<file path="config.mk">
export PLATFORM = sky130hd
export DESIGN_NAME = rv_emu_retire_cmp
export DESIGN_NICKNAME = d
export VERILOG_FILES = /design/src/rtl/rv_emu_retire_cmp_pkg.sv /design/src/rtl/rv_emu_ret_fifo.sv /design/src/rtl/rv_emu_retire_cmp.sv
export SDC_FILE = /design/constraint.sdc
export NUM_CORES = 1
export LEC_CHECK = 0
export BUFFER_PORTS_ARGS = -buffer_cell sky130_fd_sc_hd__buf_2
export CAP_MARGIN = 40
export CORE_MARGIN = 1
export CORE_UTILIZATION = 60
export CTS_CLUSTER_SIZE = 24
export DETAILED_ROUTE_END_ITERATION = 10
export HOLD_SLACK_MARGIN = 0.15
export PLACE_DENSITY_LB_ADDON = 0.3
export SETUP_SLACK_MARGIN = 0.5
export SYNTH_ARGS = -nofsm -noshare
export SYNTH_HDL_FRONTEND = slang
export SYNTH_SLANG_ARGS = --single-unit
</file>
<file path="constraint.sdc">
create_clock -name clk_in -period 13.9 [get_ports clk_in]
set_input_delay 0.695 -clock clk_in [delete_from_list [all_inputs] [get_ports clk_in]]
set_output_delay 0.695 -clock clk_in [all_outputs]
set_load 0.005 [all_outputs]
</file>
<file path="src/rtl/rv_emu_retire_cmp_pkg.sv">
// Shared definitions for the emulator-vs-CPU retire comparator.
// The RET_REC layout depends on RV_EMU_CMP_CSR_CHECK_EN. When that macro is
// defined, the record also carries the CSR write fields.
package RV_EMU_params_pkg;

    // Number of per-record check flags.
    localparam int CHECKS   = 15;
    // Widest supported XLEN. Record fields are stored zero-extended to this width.
    localparam int MAX_XLEN = 64;

    // Bit positions inside emu_chk. Bits 8..14 are reserved.
    localparam int CHK_PC          = 0;
    localparam int CHK_GPR_WR      = 1;
    localparam int CHK_GPR_ADDR    = 2;
    localparam int CHK_GPR_DATA    = 3;
    localparam int CHK_CSR_WR      = 4;
    localparam int CHK_CSR_WR_DATA = 5;
    localparam int CHK_MODE        = 6;
    localparam int CHK_EXC         = 7;

    // Bit positions inside err_fields, ordered {pc,gpr,csr,mode,exc,underflow}.
    localparam int CMP_ERR_W         = 6;
    localparam int CMP_ERR_UNDERFLOW = 0;
    localparam int CMP_ERR_EXC       = 1;
    localparam int CMP_ERR_MODE      = 2;
    localparam int CMP_ERR_CSR       = 3;
    localparam int CMP_ERR_GPR       = 4;
    localparam int CMP_ERR_PC        = 5;

    // One expected retire record, as supplied by the emulator.
    typedef struct packed {
        logic [MAX_XLEN-1:0] pc;
        logic                gpr_wr;
        logic [4:0]          gpr_addr;
        logic [MAX_XLEN-1:0] gpr_data;
`ifdef RV_EMU_CMP_CSR_CHECK_EN
        logic                csr_wr;
        logic [11:0]         csr_addr;
        logic [MAX_XLEN-1:0] csr_data;
`endif
        logic [1:0]          mode;
        logic                exc;
        logic [CHECKS-1:0]   chk;
    } RET_REC;

    // Saturating 16-bit increment, used for the error counter.
    function automatic logic [15:0] sat_inc16(input logic [15:0] v);
        return (v == 16'hFFFF) ? v : (v + 16'd1);
    endfunction

endpackage

</file>
<file path="src/rtl/rv_emu_ret_fifo.sv">
// Expected-record FIFO. DEPTH must be a power of two.
// The head entry is visible at rdata whenever the FIFO is not empty.
// A push and a pop in the same cycle are both performed.
module rv_emu_ret_fifo #(
    parameter int DEPTH = 8,
    parameter int W     = 8
) (
    input  logic         clk,
    input  logic         rst,
    input  logic         push,
    input  logic [W-1:0] wdata,
    input  logic         pop,
    output logic [W-1:0] rdata,
    output logic         full,
    output logic         empty
);
    localparam int AW = $clog2(DEPTH);

    logic [W-1:0] mem [DEPTH];
    logic [AW:0]  wr_ptr;
    logic [AW:0]  rd_ptr;
    logic         push_ok;
    logic         pop_ok;

    assign empty   = (wr_ptr == rd_ptr);
    assign full    = (wr_ptr[AW] != rd_ptr[AW]) && (wr_ptr[AW-1:0] == rd_ptr[AW-1:0]);
    assign push_ok = push && !full;
    assign pop_ok  = pop && !empty;
    assign rdata   = mem[rd_ptr[AW-1:0]];

    // Advance the pointers. The extra MSB tells full apart from empty.
    always_ff @(posedge clk) begin
        if (rst) begin
            wr_ptr <= {(AW+1){1'b0}};
            rd_ptr <= {(AW+1){1'b0}};
        end else begin
            if (push_ok) wr_ptr <= wr_ptr + {{AW{1'b0}}, 1'b1};
            if (pop_ok)  rd_ptr <= rd_ptr + {{AW{1'b0}}, 1'b1};
        end
    end

    // Record storage. It needs no reset because the pointers define validity.
    always_ff @(posedge clk) begin
        if (push_ok) mem[wr_ptr[AW-1:0]] <= wdata;
    end

endmodule

</file>
<file path="src/rtl/rv_emu_retire_cmp.sv">
// Compares CPU retire events against expected records queued by an emulator.
// Optional feature RV_EMU_CMP_CSR_CHECK_EN: store and compare the CSR write fields.
// When the macro is undefined, the CSR ports exist but are ignored.
module rv_emu_retire_cmp
    import RV_EMU_params_pkg::*;
#(
    parameter int XLEN        = 32,
    parameter int DEPTH       = 8,
    parameter int STOP_ON_ERR = 1
) (
    input  logic                 clk_in,
    input  logic                 reset_in,
    input  logic                 emu_valid,
    output logic                 emu_ready,
    input  logic [XLEN-1:0]      emu_pc,
    input  logic                 emu_gpr_wr,
    input  logic [4:0]           emu_gpr_addr,
    input  logic [XLEN-1:0]      emu_gpr_data,
    input  logic                 emu_csr_wr,
    input  logic [11:0]          emu_csr_addr,
    input  logic [XLEN-1:0]      emu_csr_data,
    input  logic [1:0]           emu_mode,
    input  logic                 emu_exc,
    input  logic [CHECKS-1:0]    emu_chk,
    input  logic                 cpu_valid,
    input  logic [XLEN-1:0]      cpu_pc,
    input  logic                 cpu_gpr_wr,
    input  logic [4:0]           cpu_gpr_addr,
    input  logic [XLEN-1:0]      cpu_gpr_data,
    input  logic                 cpu_csr_wr,
    input  logic [11:0]          cpu_csr_addr,
    input  logic [XLEN-1:0]      cpu_csr_data,
    input  logic [1:0]           cpu_mode,
    input  logic                 cpu_exc,
    input  logic                 clr_err_in,
    output logic                 cmp_done,
    output logic                 mismatch,
    output logic                 underflow,
    output logic                 err_sticky,
    output logic [CMP_ERR_W-1:0] err_fields,
    output logic [XLEN-1:0]      err_pc,
    output logic [31:0]          retire_cnt,
    output logic [15:0]          err_cnt,
    output logic                 halt
);
    localparam logic [0:0] ST_RUN  = 1'b0;
    localparam logic [0:0] ST_HALT = 1'b1;

    logic [0:0]           state;
    RET_REC               push_rec;
    RET_REC               head_rec;
    logic [$bits(RET_REC)-1:0] head_vec;
    logic                 fifo_full;
    logic                 fifo_empty;
    logic                 run;
    logic                 push;
    logic                 pop;
    logic                 underflow_ev;
    logic                 err_ev;
    logic                 csr_bad;
    logic [CMP_ERR_W-1:0] fields;
    logic                 chk_unused;

    assign run          = (state == ST_RUN);
    assign emu_ready    = !fifo_full && run;
    assign push         = emu_valid && emu_ready;
    assign pop          = cpu_valid && run && !fifo_empty;
    assign underflow_ev = cpu_valid && run && fifo_empty;
    assign err_ev       = |fields;
    assign halt         = (state == ST_HALT);
    assign head_rec     = head_vec;
    assign chk_unused   = ^head_rec.chk;

    // Pack the incoming emulator fields into a FIFO record.
    always_comb begin
        push_rec          = '0;
        push_rec.pc       = MAX_XLEN'(emu_pc);
        push_rec.gpr_wr   = emu_gpr_wr;
        push_rec.gpr_addr = emu_gpr_addr;
        push_rec.gpr_data = MAX_XLEN'(emu_gpr_data);
`ifdef RV_EMU_CMP_CSR_CHECK_EN
        push_rec.csr_wr   = emu_csr_wr;
        push_rec.csr_addr = emu_csr_addr;
        push_rec.csr_data = MAX_XLEN'(emu_csr_data);
`endif
        push_rec.mode     = emu_mode;
        push_rec.exc      = emu_exc;
        push_rec.chk      = emu_chk;
    end

    rv_emu_ret_fifo #(
        .DEPTH (DEPTH),
        .W     ($bits(RET_REC))
    ) u_fifo (
        .clk   (clk_in),
        .rst   (reset_in),
        .push  (push),
        .wdata (push_rec),
        .pop   (pop),
        .rdata (head_vec),
        .full  (fifo_full),
        .empty (fifo_empty)
    );

`ifdef RV_EMU_CMP_CSR_CHECK_EN
    // The CSR address and data are compared only when the emulator reports a CSR write.
    always_comb begin
        csr_bad = (head_rec.chk[CHK_CSR_WR] && (head_rec.csr_wr != cpu_csr_wr))
               || (head_rec.csr_wr && head_rec.chk[CHK_CSR_WR_DATA]
                   && ((head_rec.csr_addr != cpu_csr_addr)
                       || (head_rec.csr_data != MAX_XLEN'(cpu_csr_data))));
    end
`else
    logic csr_unused;
    assign csr_unused = ^{emu_csr_wr, emu_csr_addr, emu_csr_data,
                          cpu_csr_wr, cpu_csr_addr, cpu_csr_data};

    // The CSR check is compiled out, so the CSR error bit is held at zero.
    always_comb begin
        csr_bad = 1'b0;
    end
`endif

    // Compute this cycle's per-field error vector from the head record and the CPU retire.
    always_comb begin
        fields = {CMP_ERR_W{1'b0}};
        if (underflow_ev) begin
            fields[CMP_ERR_UNDERFLOW] = 1'b1;
        end else if (pop) begin
            fields[CMP_ERR_PC]   = head_rec.chk[CHK_PC] && (head_rec.pc != MAX_XLEN'(cpu_pc));
            fields[CMP_ERR_GPR]  = (head_rec.chk[CHK_GPR_WR] && (head_rec.gpr_wr != cpu_gpr_wr))
                                || (head_rec.gpr_wr && head_rec.chk[CHK_GPR_ADDR]
                                    && (head_rec.gpr_addr != cpu_gpr_addr))
                                || (head_rec.gpr_wr && head_rec.chk[CHK_GPR_DATA]
                                    && (head_rec.gpr_data != MAX_XLEN'(cpu_gpr_data)));
            fields[CMP_ERR_CSR]  = csr_bad;
            fields[CMP_ERR_MODE] = head_rec.chk[CHK_MODE] && (head_rec.mode != cpu_mode);
            fields[CMP_ERR_EXC]  = head_rec.chk[CHK_EXC] && (head_rec.exc != cpu_exc);
        end else begin
            fields = {CMP_ERR_W{1'b0}};
        end
    end

    // Run/halt control. An error takes priority over a clear in the same cycle.
    always_ff @(posedge clk_in) begin
        if (reset_in) begin
            state <= ST_RUN;
        end else begin
            case (state)
                ST_RUN:  if (err_ev && (STOP_ON_ERR != 0)) state <= ST_HALT;
                ST_HALT: if (clr_err_in) state <= ST_RUN;
                default: state <= ST_RUN;
            endcase
        end
    end

    // Register the compare result, capture error details and update the counters.
    always_ff @(posedge clk_in) begin
        if (reset_in) begin
            cmp_done   <= 1'b0;
            mismatch   <= 1'b0;
            underflow  <= 1'b0;
            err_sticky <= 1'b0;
            err_fields <= {CMP_ERR_W{1'b0}};
            err_pc     <= {XLEN{1'b0}};
            retire_cnt <= 32'd0;
            err_cnt    <= 16'd0;
        end else begin
            cmp_done  <= pop;
            mismatch  <= pop && err_ev;
            underflow <= underflow_ev;
            if (pop || underflow_ev) err_fields <= fields;
            else if (clr_err_in)     err_fields <= {CMP_ERR_W{1'b0}};
            if (err_ev)          err_sticky <= 1'b1;
            else if (clr_err_in) err_sticky <= 1'b0;
            // Keep the first failing PC until software clears the error.
            if (err_ev && (!err_sticky || clr_err_in)) err_pc <= cpu_pc;
            else if (clr_err_in)                       err_pc <= {XLEN{1'b0}};
            if (err_ev) err_cnt    <= sat_inc16(err_cnt);
            if (pop)    retire_cnt <= retire_cnt + 32'd1;
        end
    end

endmodule

</file>
==> flow_metrics.env, run 1 <==
export IMPL_total_power_uw=5420
export IMPL_die_y_um=223
export IMPL_synth_top_family_by_area="multiplexers"
export IMPL_grt_pass1_wl_mm=96.1
export IMPL_grt_max_degree=80
export IMPL_final_setup_worst_slack_ns=8.23
export IMPL_power_internal_uw=4000
export IMPL_drive_gt1_share_pct=24.2
export IMPL_std_cell_rows=80
export IMPL_postCtsSetupRepairBufs=0
export IMPL_pre_cts_ws_ns=8.28
export IMPL_synth_nets=1998
export IMPL_ctsHoldBuffers=0
export IMPL_insertion_delay_ns=0.61
export IMPL_synthMostInstantiatedCell="edfxtp_1"
export IMPL_worstMarginPinSlew_ns=0.907
export IMPL_yosysUniqueCellTypes=55
export IMPL_crit_required_ns=14.39
export IMPL_gp_congestion=0.835
export IMPL_sw_frac_of_total_pct=26.2
export IMPL_finalHoldViolCount=0
export IMPL_ys_warn_count=0
export IMPL_synth_mux_area_share_pct=13.2
export IMPL_clkPwrFrac_pct=34.3
export IMPL_initial_core_util_pct=61.1
export IMPL_via_per_inst=6.13
export IMPL_cp_arrival_ns=6.15
export IMPL_ctsResizeCount=0
export IMPL_track_usage_pct=26.1
export IMPL_fin_area_um2=33500
export IMPL_nets=2263
export IMPL_switchingPower_uw=1420
export IMPL_grt_remaining_overflow=0
export IMPL_synth_ff_type="edfxtp_1"
export IMPL_synth_seq_area_share_pct=71.5
export IMPL_clockBufferDepth=3
export IMPL_finalSetupTns_ns=0
export IMPL_syn_area_um2=29400
export IMPL_synth_xor_area_share_pct=2.30
export IMPL_dr_total_vias=16500
export IMPL_drt_wl_total_mm=64.2
export IMPL_path_class="reg -> reg"
export IMPL_setup_viol=0
export IMPL_port_buffers=247
export IMPL_netlist_area_leader_share_pct=64.7
export IMPL_hp_class="in -> reg"
export IMPL_synthAdderAreaFrac_pct=0.170
export IMPL_final_min_clock_period_ns=5.67
export IMPL_p_per_area_nw_per_um2=162
export IMPL_vdd_ir_drop_max_uv=130
export IMPL_power_leakage_uw=0.0110
export IMPL_cts_sinks=733
export IMPL_async_flop_share_pct=0
export IMPL_slew_headroom_pct=39.5
export IMPL_yosys_area_top_type="edfxtp_1"
export IMPL_clkTransAtPathRegs_ns=0.06
export IMPL_power_frac_comb_pct=17.4
export IMPL_max_freq_ghz=0.176
export IMPL_fp_dieW_um=223
export IMPL_numCtsBuffers=73
export IMPL_drt_iter0_markers=1302
export IMPL_antenna_found_initial=14
export IMPL_wire_per_inst_um=23.9
export IMPL_synthSimpleGateAreaFrac_pct=5.97
export IMPL_ys_ff_latch=733
export IMPL_firstDrtPassIters=5
export IMPL_cts_root_buffer="clkbuf_16"
export IMPL_fin_crit_sh_pct=40.8
export IMPL_drc=0
export IMPL_synth_commonest_cells="632 x edfxtp_1, 168 x mux2i_1, 101 x dfxtp_1"
export IMPL_max_cap_violations=0
export IMPL_io_pins=348
export IMPL_ys_top_cells_by_area="edfxtp_1 65%, mux4_2 7.0%, dfxtp_1 6.9%, mux2i_1 5.7%, xor2_1 1.5%"
export IMPL_htree_num_levels=3
export IMPL_synth_compound_area_share_pct=4.75
export IMPL_fin_worst_skew_ns=0.0217
export IMPL_netlist_instances=1738
export IMPL_avgSynthCellArea_um2=16.9
export IMPL_tritoncts="built"
export IMPL_grt_setup_unrepaired="false"
export IMPL_dp_hpwl_mm=38.0
export IMPL_antenna_left=0
export IMPL_seq_power_share_pct=48.2
export IMPL_syn_to_final_growth_pct=14.2
export IMPL_placed_cell_area_um2=31200
export IMPL_synth_edff_count=632
export IMPL_cp_end_kind="register"
export IMPL_cp_start_kind="register"
export IMPL_slew_viol_final=0
export IMPL_fin_util_pct=69.8
export IMPL_crit_path_max_fanout=57
export IMPL_fill_cells=3028
export IMPL_die_area_um2=49800
export IMPL_grt_pass1_vias=16400
export IMPL_core_um2=48000
export IMPL_status="finished clean"
area by class of cell:
cell class	count	area, um^2	area share [%]
Antenna cell	8	20.0	0.0597
Clock buffer	92	1930	5.75
Clock inverter	41	334	0.996
Inverter	8	30.0	0.0896
Multi-Input combinational cell	903	7800	23.3
Sequential cell	733	21000	62.7
Tap cell	615	769	2.30
Timing Repair Buffer	284	1630	4.87
flip-flops by register name (all words and copies together), names as in the netlist, named ones only:
name and count:
halt 1, underflow 1, err_cnt 16, u_fifo.rd_ptr 4, cmp_done 1, err_sticky 1
u_fifo.wr_ptr 4, mismatch 1, u_fifo.mem 632, err_pc 32, retire_cnt 32, err_fields 5
worst max-delay path, stage by stage, from the launching register on:
cell	delay, ns
dfxtp_4	0.65
buf_4	0.68
buf_4	0.81
nor2b_1	0.63
nand2_1	0.15
a31oi_1	0.32
o21ai_0	0.21
nor4_1	0.39
nand4_1	0.28
a22oi_1	0.42
and2_2	0.30
buf_12	0.23
nor4_1	0.10
mux2_1	0.33
metrics by stage:
stage | std cells | hold WS, ns
3_5_place_dp | 2543 | 0.447
2_1_floorplan | 1738 | 0.453
4_1_cts | 2676 | 0.315
5_1_grt | 2682 | 0.332
6_report | 2684 | 0.342
3_3_place_gp | 2535 | 0.442
power by group through the flow:
stage / logic (uW) / clock network (uW) / registers [uW]
floorplan: 656 / 0 / 2650
global placement: 875 / 0 / 2660
detailed placement: 942 / 0 / 2660
CTS: 951 / 1890 / 2620
global route: 1020 / 1970 / 2630
finish: 945 / 1860 / 2620
layer usage:
metal / up-vias / global-route usage [%] / wire length (um)
met3: 127 / 5.22 / 4380
met4: 16 / 8.79 / 1680
li1: 7390 / - / -
met5: - / 0 / 96
met1: 8316 / 35.1 / 26400
met2: 603 / 43.2 / 31600
placed cells by master, fill, tap and decap left out, types with 5 or more instances in the layout:
cell type	synthesis	final
nor3_1	15	11
nor2_1	51	47
o2111ai_1	5	5
clkbuf_1	32	17
mux4_2	91	91
buf_4	23	30
nor4_1	10	9
o21ai_0	84	84
clkinv_2	0	10
nand2b_1	40	40
inv_1	8	8
buf_2	21	247
nand4_1	18	18
or3_1	16	16
a21oi_1	48	48
buf_16	0	5
dfxtp_1	101	98
a22oi_1	57	57
edfxtp_1	632	632
xnor2_1	27	27
diode_2	0	8
clkinv_1	0	18
mux2i_1	168	168
nor2b_1	8	5
clkbuf_16	0	74
a31o_2	5	5
xor2_1	50	50
and3_1	23	23
or4_1	5	5
nor3b_1	33	33
nand2_1	71	71
nand3_1	24	24
cell families (layout without fill, tap and decap cells):
kind of cell	Yosys count	in the layout
DFF	733	733
and+or+nand+nor	326	326
muxes	268	268
AOI/OAI and AO/OA	227	227
buffers and inverters	102	425
xor gates and xnor gates	77	77
adders and majority gates	4	4
other	1	9
worst paths after layout:
| check | start | endpoint | slack (ns) | cells past startpoint |
|---|---|---|---|---|
| max reg2reg | register | err_cnt[11] | 8.23 | 13 |
| min reg2reg | err_fields[5] | err_fields[5] | 0.46 | 2 |
| min | emu_pc[1] | u_fifo.mem[5][57] | 0.34 | 1 |
| max | register | err_cnt[11] | 8.23 | 13 |
No activity file was read; power rests on OpenSTA's default activity.
==> run 2, diff against run 1 <==
--- a/config.mk
+++ b/config.mk
@@ -8,7 +8,7 @@
 export BUFFER_PORTS_ARGS = -buffer_cell sky130_fd_sc_hd__buf_2
 export CAP_MARGIN = 40
 export CORE_MARGIN = 1
-export CORE_UTILIZATION = 60
+export CORE_UTILIZATION = 52
 export CTS_CLUSTER_SIZE = 24
 export DETAILED_ROUTE_END_ITERATION = 10
 export HOLD_SLACK_MARGIN = 0.15
==> constraint.sdc (replaced) <==
create_clock -name clk_in -period 4.96 [get_ports clk_in]
set_input_delay 0.248 -clock clk_in [delete_from_list [all_inputs] [get_ports clk_in]]
set_output_delay 0.248 -clock clk_in [all_outputs]
set_load 0.005 [all_outputs]
==> run 2 against run 1 <==
Net effect:
- maximum frequency is 36% higher
- routed wire length is 3.1% higher
- combinational power grew to 3.0 times the previous value
- register-to-register slack worse by 7.4 ns
- critical endpoint is now err_pc[12]
- highest routed layer unchanged
==> flow_metrics.env, run 2 (same netlist as run 1, synthesis figures left out) <==
export IMPL_setup_viol=0
export IMPL_slowest_delay_ns=0.67
export IMPL_drt_wl_total_mm=66.2
export IMPL_finalSetupTns_ns=0
export IMPL_drt_iter0_markers=1203
export IMPL_crit_required_ns=5.48
export IMPL_cp_start_kind="register"
export IMPL_nets=2393
export IMPL_grt_pass1_wl_mm=99.2
export IMPL_clkTransAtPathRegs_ns=0.06
export IMPL_path_class="reg -> reg"
export IMPL_max_freq_ghz=0.240
export IMPL_final_cell_mix="632 x edfxtp_1, 246 x buf_2, 168 x mux2i_1, 117 x dlygate4sd3_1, 98 x dfxtp_1"
export IMPL_hp_class="in -> reg"
export IMPL_io_pins=348
export IMPL_total_power_uw=15800
export IMPL_insertion_delay_ns=0.62
export IMPL_track_usage_pct=23.1
export IMPL_firstDrtPassIters=5
export IMPL_dr_total_vias=16800
export IMPL_grt_max_degree=84
export IMPL_power_leakage_uw=0.0117
export IMPL_wire_per_inst_um=22.4
export IMPL_finalHoldViolCount=0
export IMPL_worstMarginPinSlew_ns=0.910
export IMPL_final_common_cell="edfxtp_1"
export IMPL_initial_core_util_pct=53.0
export IMPL_antenna_left=0
export IMPL_gp_congestion=0.816
export IMPL_std_cell_rows=86
export IMPL_worst_path_max_delay_cell="dfxtp_4"
export IMPL_die_y_um=240
export IMPL_drive_gt1_share_pct=23.8
export IMPL_drc=0
export IMPL_crit_family="simple AND/OR/NAND/NOR gates"
export IMPL_clockBufferDepth=3
export IMPL_grt_remaining_overflow=0
export IMPL_via_per_inst=5.71
export IMPL_crit_buf_inv=2
export IMPL_slew_viol_final=0
export IMPL_fin_worst_skew_ns=0.0230
export IMPL_cts_root_buffer="clkbuf_16"
export IMPL_vdd_ir_drop_max_uv=341
export IMPL_final_setup_worst_slack_ns=0.786
export IMPL_tritoncts="built"
export IMPL_crit_path_max_fanout=40
export IMPL_pre_cts_ws_ns=0.524
export IMPL_slew_headroom_pct=39.3
export IMPL_max_cap_violations=0
export IMPL_antenna_found_initial=10
export IMPL_grt_pass1_vias=17000
export IMPL_port_buffers=247
export IMPL_core_um2=55400
export IMPL_p_per_area_nw_per_um2=449
export IMPL_cp_arrival_ns=4.69
export IMPL_dp_hpwl_mm=38.3
export IMPL_grt_setup_unrepaired="true"
export IMPL_cp_end_kind="register"
export IMPL_fill_cells=3888
export IMPL_final_min_clock_period_ns=4.17
export IMPL_path_cells="buf_4, mux4_2, nor2_1, nor3_1, nor3_1, nand4_1, or4_1, a31oi_1, and2_2, buf_12, o21ai_0, o21ai_0"
export IMPL_multi_input_area_um2=7840
export IMPL_cts_sinks=733
export IMPL_htree_num_levels=3
export IMPL_status="finished clean"
export IMPL_fp_dieW_um=240
export IMPL_largest_reg_flops=632
export IMPL_die_area_um2=57400
export IMPL_numCtsBuffers=75
export IMPL_syn_to_final_growth_pct=20.4
export IMPL_fin_crit_sh_pct=84.2
export IMPL_seq_area_um2=21000
## run 2: changes by cell type in the layout (fill, tap and decap cells not counted), sizes merged
cell | previous run | this run
inv | 11 | 12
clkinv | 32 | 25
buf | 284 | 295
dlygate4sd3 | 0 | 117
clkinvlp | 2 | 4
diode | 8 | 7
bufinv | 4 | 9
clkbuf | 92 | 96
## run 2: worst reg2reg max path, delay by kind of cell (launching register included)
kind	cells	cell delay [ns]
flip-flops	1	0.67
AND/OR/NAND/NOR	6	1.74
multiplexers	1	0.38
AO/OA/AOI/OAI	3	0.59
buffers and inverters	2	0.70
## run 2: area by class of cell
cell class | instances | share of cell area (%)
clock buffers | 96 | 5.78
repair buffers | 412 | 8.47
clock inverters | 42 | 1.32
well taps | 748 | 2.65
flip-flops and latches | 733 | 59.5
diodes | 7 | 0.0496
inverters | 8 | 0.0850
multi-input cells | 903 | 22.2
## run 2: routing by layer
layer,vias up,track usage (%),part of all wire (%)
met1,8508,30.8,41
met3,117,4.06,5.9
met4,10,7.40,2.5
met2,552,38.7,50
li1,7640,-,-
met5,-,0,0.10
## run 2: what timing repair did
item,CTS,global route
buffers inserted,0,2
hold buffers,117,0
gates resized for setup,1,0
gates cloned,0,0
setup endpoints to repair,1,44
endpoints found under the hold margin,713,0
## run 2: per-stage QoR
stage	instances	utilization [%]	area, um^2	hold WS, ns
floorplan	1738	-	29400	0.347
global placement	2683	56.9	31500	0.441
detailed placement	2685	57.0	31600	0.448
CTS	2940	63.6	35300	0.188
global route	2947	63.8	35300	0.208
finish	2949	63.8	35300	0.187
## run 2: worst paths after layout
| check | from | to | slack, ns | cells past startpoint |
|---|---|---|---|---|
| hold reg to reg | err_fields[0] | err_fields[0] | 0.45 | 2 |
| setup reg to reg | register | err_pc[12] | 0.79 | 12 |
| hold / removal | cpu_mode[1] | err_fields[2] | 0.19 | 4 |
| setup / recovery | register | err_pc[12] | 0.79 | 12 |
## run 2: where the power goes
part / total (uW) / switching, uW / internal, uW / leakage [uW]
registers: 7320 / 192 / 7130 / 0.00655
clock network: 5700 / 2310 / 3400 / 0.00122
logic: 2830 / 1600 / 1230 / 0.00394
total: 15800 / 4100 / 11800 / 0.0117
==> run 3, diff against run 2 <==
--- a/config.mk
+++ b/config.mk
@@ -8,7 +8,7 @@
 export BUFFER_PORTS_ARGS = -buffer_cell sky130_fd_sc_hd__buf_2
 export CAP_MARGIN = 40
 export CORE_MARGIN = 1
-export CORE_UTILIZATION = 52
+export CORE_UTILIZATION = 58
 export CTS_CLUSTER_SIZE = 24
 export DETAILED_ROUTE_END_ITERATION = 10
 export HOLD_SLACK_MARGIN = 0.15
==> constraint.sdc (replaced) <==
create_clock -name clk_in -period 4.3 [get_ports clk_in]
set_input_delay 0.215 -clock clk_in [delete_from_list [all_inputs] [get_ports clk_in]]
set_output_delay 0.215 -clock clk_in [all_outputs]
set_load 0.005 [all_outputs]
==> run 3 against run 2 <==
Net effect:
- first-iteration DRC count rose by 16%
- setup slack got worse by 0.25 ns
- combinational power rose by 33%
- die area fell by 10%
- flip-flop and latch count did not move
==> flow_metrics.env, run 3 (same netlist as run 1, synthesis figures left out) <==
export IMPL_status="finished clean"
export IMPL_nets=2432
export IMPL_multi_input_area_um2=7940
export IMPL_path_class="reg -> reg"
export IMPL_cts_sinks=733
export IMPL_crit_buf_inv=1
export IMPL_crit_path_max_fanout=7
export IMPL_finalSetupTns_ns=0
export IMPL_holdPathStages=2
export IMPL_core_um2=50100
export IMPL_setup_viol=0
export IMPL_insertion_delay_ns=0.61
export IMPL_clockBufferDepth=3
export IMPL_slowest_delay_ns=0.61
export IMPL_final_cell_mix="632 x edfxtp_1, 246 x buf_2, 163 x mux2i_1, 114 x dlygate4sd3_1, 97 x dfxtp_1"
export IMPL_wire_per_inst_um=23.2
export IMPL_grt_max_degree=98
export IMPL_hp_class="in -> reg"
export IMPL_top_layer="met5"
export IMPL_cts_root_buffer="clkbuf_16"
export IMPL_firstDrtPassIters=5
export IMPL_slew_headroom_pct=36.5
export IMPL_drt_wl_total_mm=67.3
export IMPL_p_per_area_nw_per_um2=517
export IMPL_worstMarginPinSlew_ns=0.952
export IMPL_slew_viol_final=0
export IMPL_antenna_left=0
export IMPL_dr_wl_met2_mm=34.2
export IMPL_finalHoldViolCount=0
export IMPL_antenna_found_initial=6
export IMPL_numCtsBuffers=75
export IMPL_power_leakage_uw=0.0119
export IMPL_dp_hpwl_mm=39.3
export IMPL_vdd_ir_drop_max_uv=363
export IMPL_path_depth=11
export IMPL_track_usage_pct=25.9
export IMPL_grt_pass1_wl_mm=99.0
export IMPL_drc=0
export IMPL_fin_worst_skew_ns=0.0170
export IMPL_drt_iter0_markers=1390
export IMPL_worst_path_max_delay_cell="or4_4"
export IMPL_ff2ff_path_depth=11
export IMPL_largest_reg_flops=632
export IMPL_fin_util_pct=71.3
export IMPL_cp_arrival_ns=4.26
export IMPL_die_y_um=227
export IMPL_crit_family="simple AND/OR/NAND/NOR gates"
export IMPL_seq_area_um2=21000
export IMPL_path_cells="buf_4, mux4_2, mux2i_4, xnor2_1, nor4_2, nand4_1, or4_4, a31oi_4, and2_4, nor4_1, mux2_1"
export IMPL_dr_total_vias=17200
export IMPL_io_pins=348
export IMPL_wl_met1_mm=26.7
export IMPL_initial_core_util_pct=58.6
export IMPL_wl_met3_mm=4.44
export IMPL_grt_pass1_vias=17300
export IMPL_cp_end_kind="register"
export IMPL_fin_crit_sh_pct=87.6
export IMPL_grt_remaining_overflow=0
export IMPL_gp_congestion=0.787
export IMPL_syn_to_final_growth_pct=21.6
export IMPL_fill_cells=3188
export IMPL_grt_setup_unrepaired="true"
export IMPL_via_per_inst=5.93
export IMPL_fp_dieW_um=227
export IMPL_htree_num_levels=3
export IMPL_clkTransAtPathRegs_ns=0.06
export IMPL_final_common_cell="edfxtp_1"
export IMPL_port_buffers=247
export IMPL_tritoncts="built"
export IMPL_crit_required_ns=4.79
export IMPL_cp_start_kind="register"
export IMPL_final_min_clock_period_ns=3.77
export IMPL_die_area_um2=51500
export IMPL_max_freq_ghz=0.265
export IMPL_std_cell_rows=82
export IMPL_max_cap_violations=0
export IMPL_drive_gt1_share_pct=25.8
-- run 3: cell count changes in the layout (fill, tap and decap cells not counted), sizes merged --
cell	previous run	this run
and2	5	6
clkinvlp	4	1
buf	295	333
bufinv	9	7
inv	12	13
dlygate4sd3	117	114
clkbuf	96	99
-- run 3: area by class of cell --
cell class	instances	area share, %
sequential	733	58.9
multi-input combinational	904	22.3
timing repair buffer	450	9.74
clock buffer	96	5.56
tap	672	2.36
clock inverter	38	1.10
inverter	8	0.0841
antenna	7	0.0491
-- run 3: layer usage --
metal / global-route usage [%] / up-vias
met1: 33.6 / 8691
met3: 4.80 / 155
met2: 44.0 / 665
met5: 0 / -
li1: - / 7717
met4: 9.11 / 4
-- run 3: final timing paths --
check / to / slack (ns) / from
hold reg to reg: err_fields[1] / 0.46 / err_fields[1]
setup reg to reg: err_cnt[11] / 0.53 / register
setup / recovery: err_cnt[11] / 0.53 / register
hold / removal: retire_cnt[28] / 0.20 / reset_in
-- run 3: stage by stage --
stage                     std cells  power (uW)  hold slack, ns  setup slack (ns)  instance area (um^2)
after floorplan                1738       10700           0.314             0.106                 29500
after global placement         2631       11700           0.441            0.0374                 31800
after detailed placement       2632       11800           0.448            0.0370                 31800
after CTS                      2892       18200           0.173             0.503                 35500
after global routing           2904       19100           0.233             0.430                 35700
final                          2908       18500           0.200             0.531                 35700
-- run 3: power by group --
part	leakage (uW)	switching, uW	internal (uW)
logic	0.00421	2040	1710
clock network	0.00116	2600	3690
registers	0.00655	201	8230
total	0.0119	4840	13600
-- run 3: timing repair --
action | CTS | global route
hold buffers | 114 | 0
resized for setup | 13 | 19
gates cloned | 0 | 4
endpoints found under the hold margin | 670 | 0
buffers inserted | 12 | 5
pin swaps | 2 | 14
setup endpoints to repair | 51 | 49
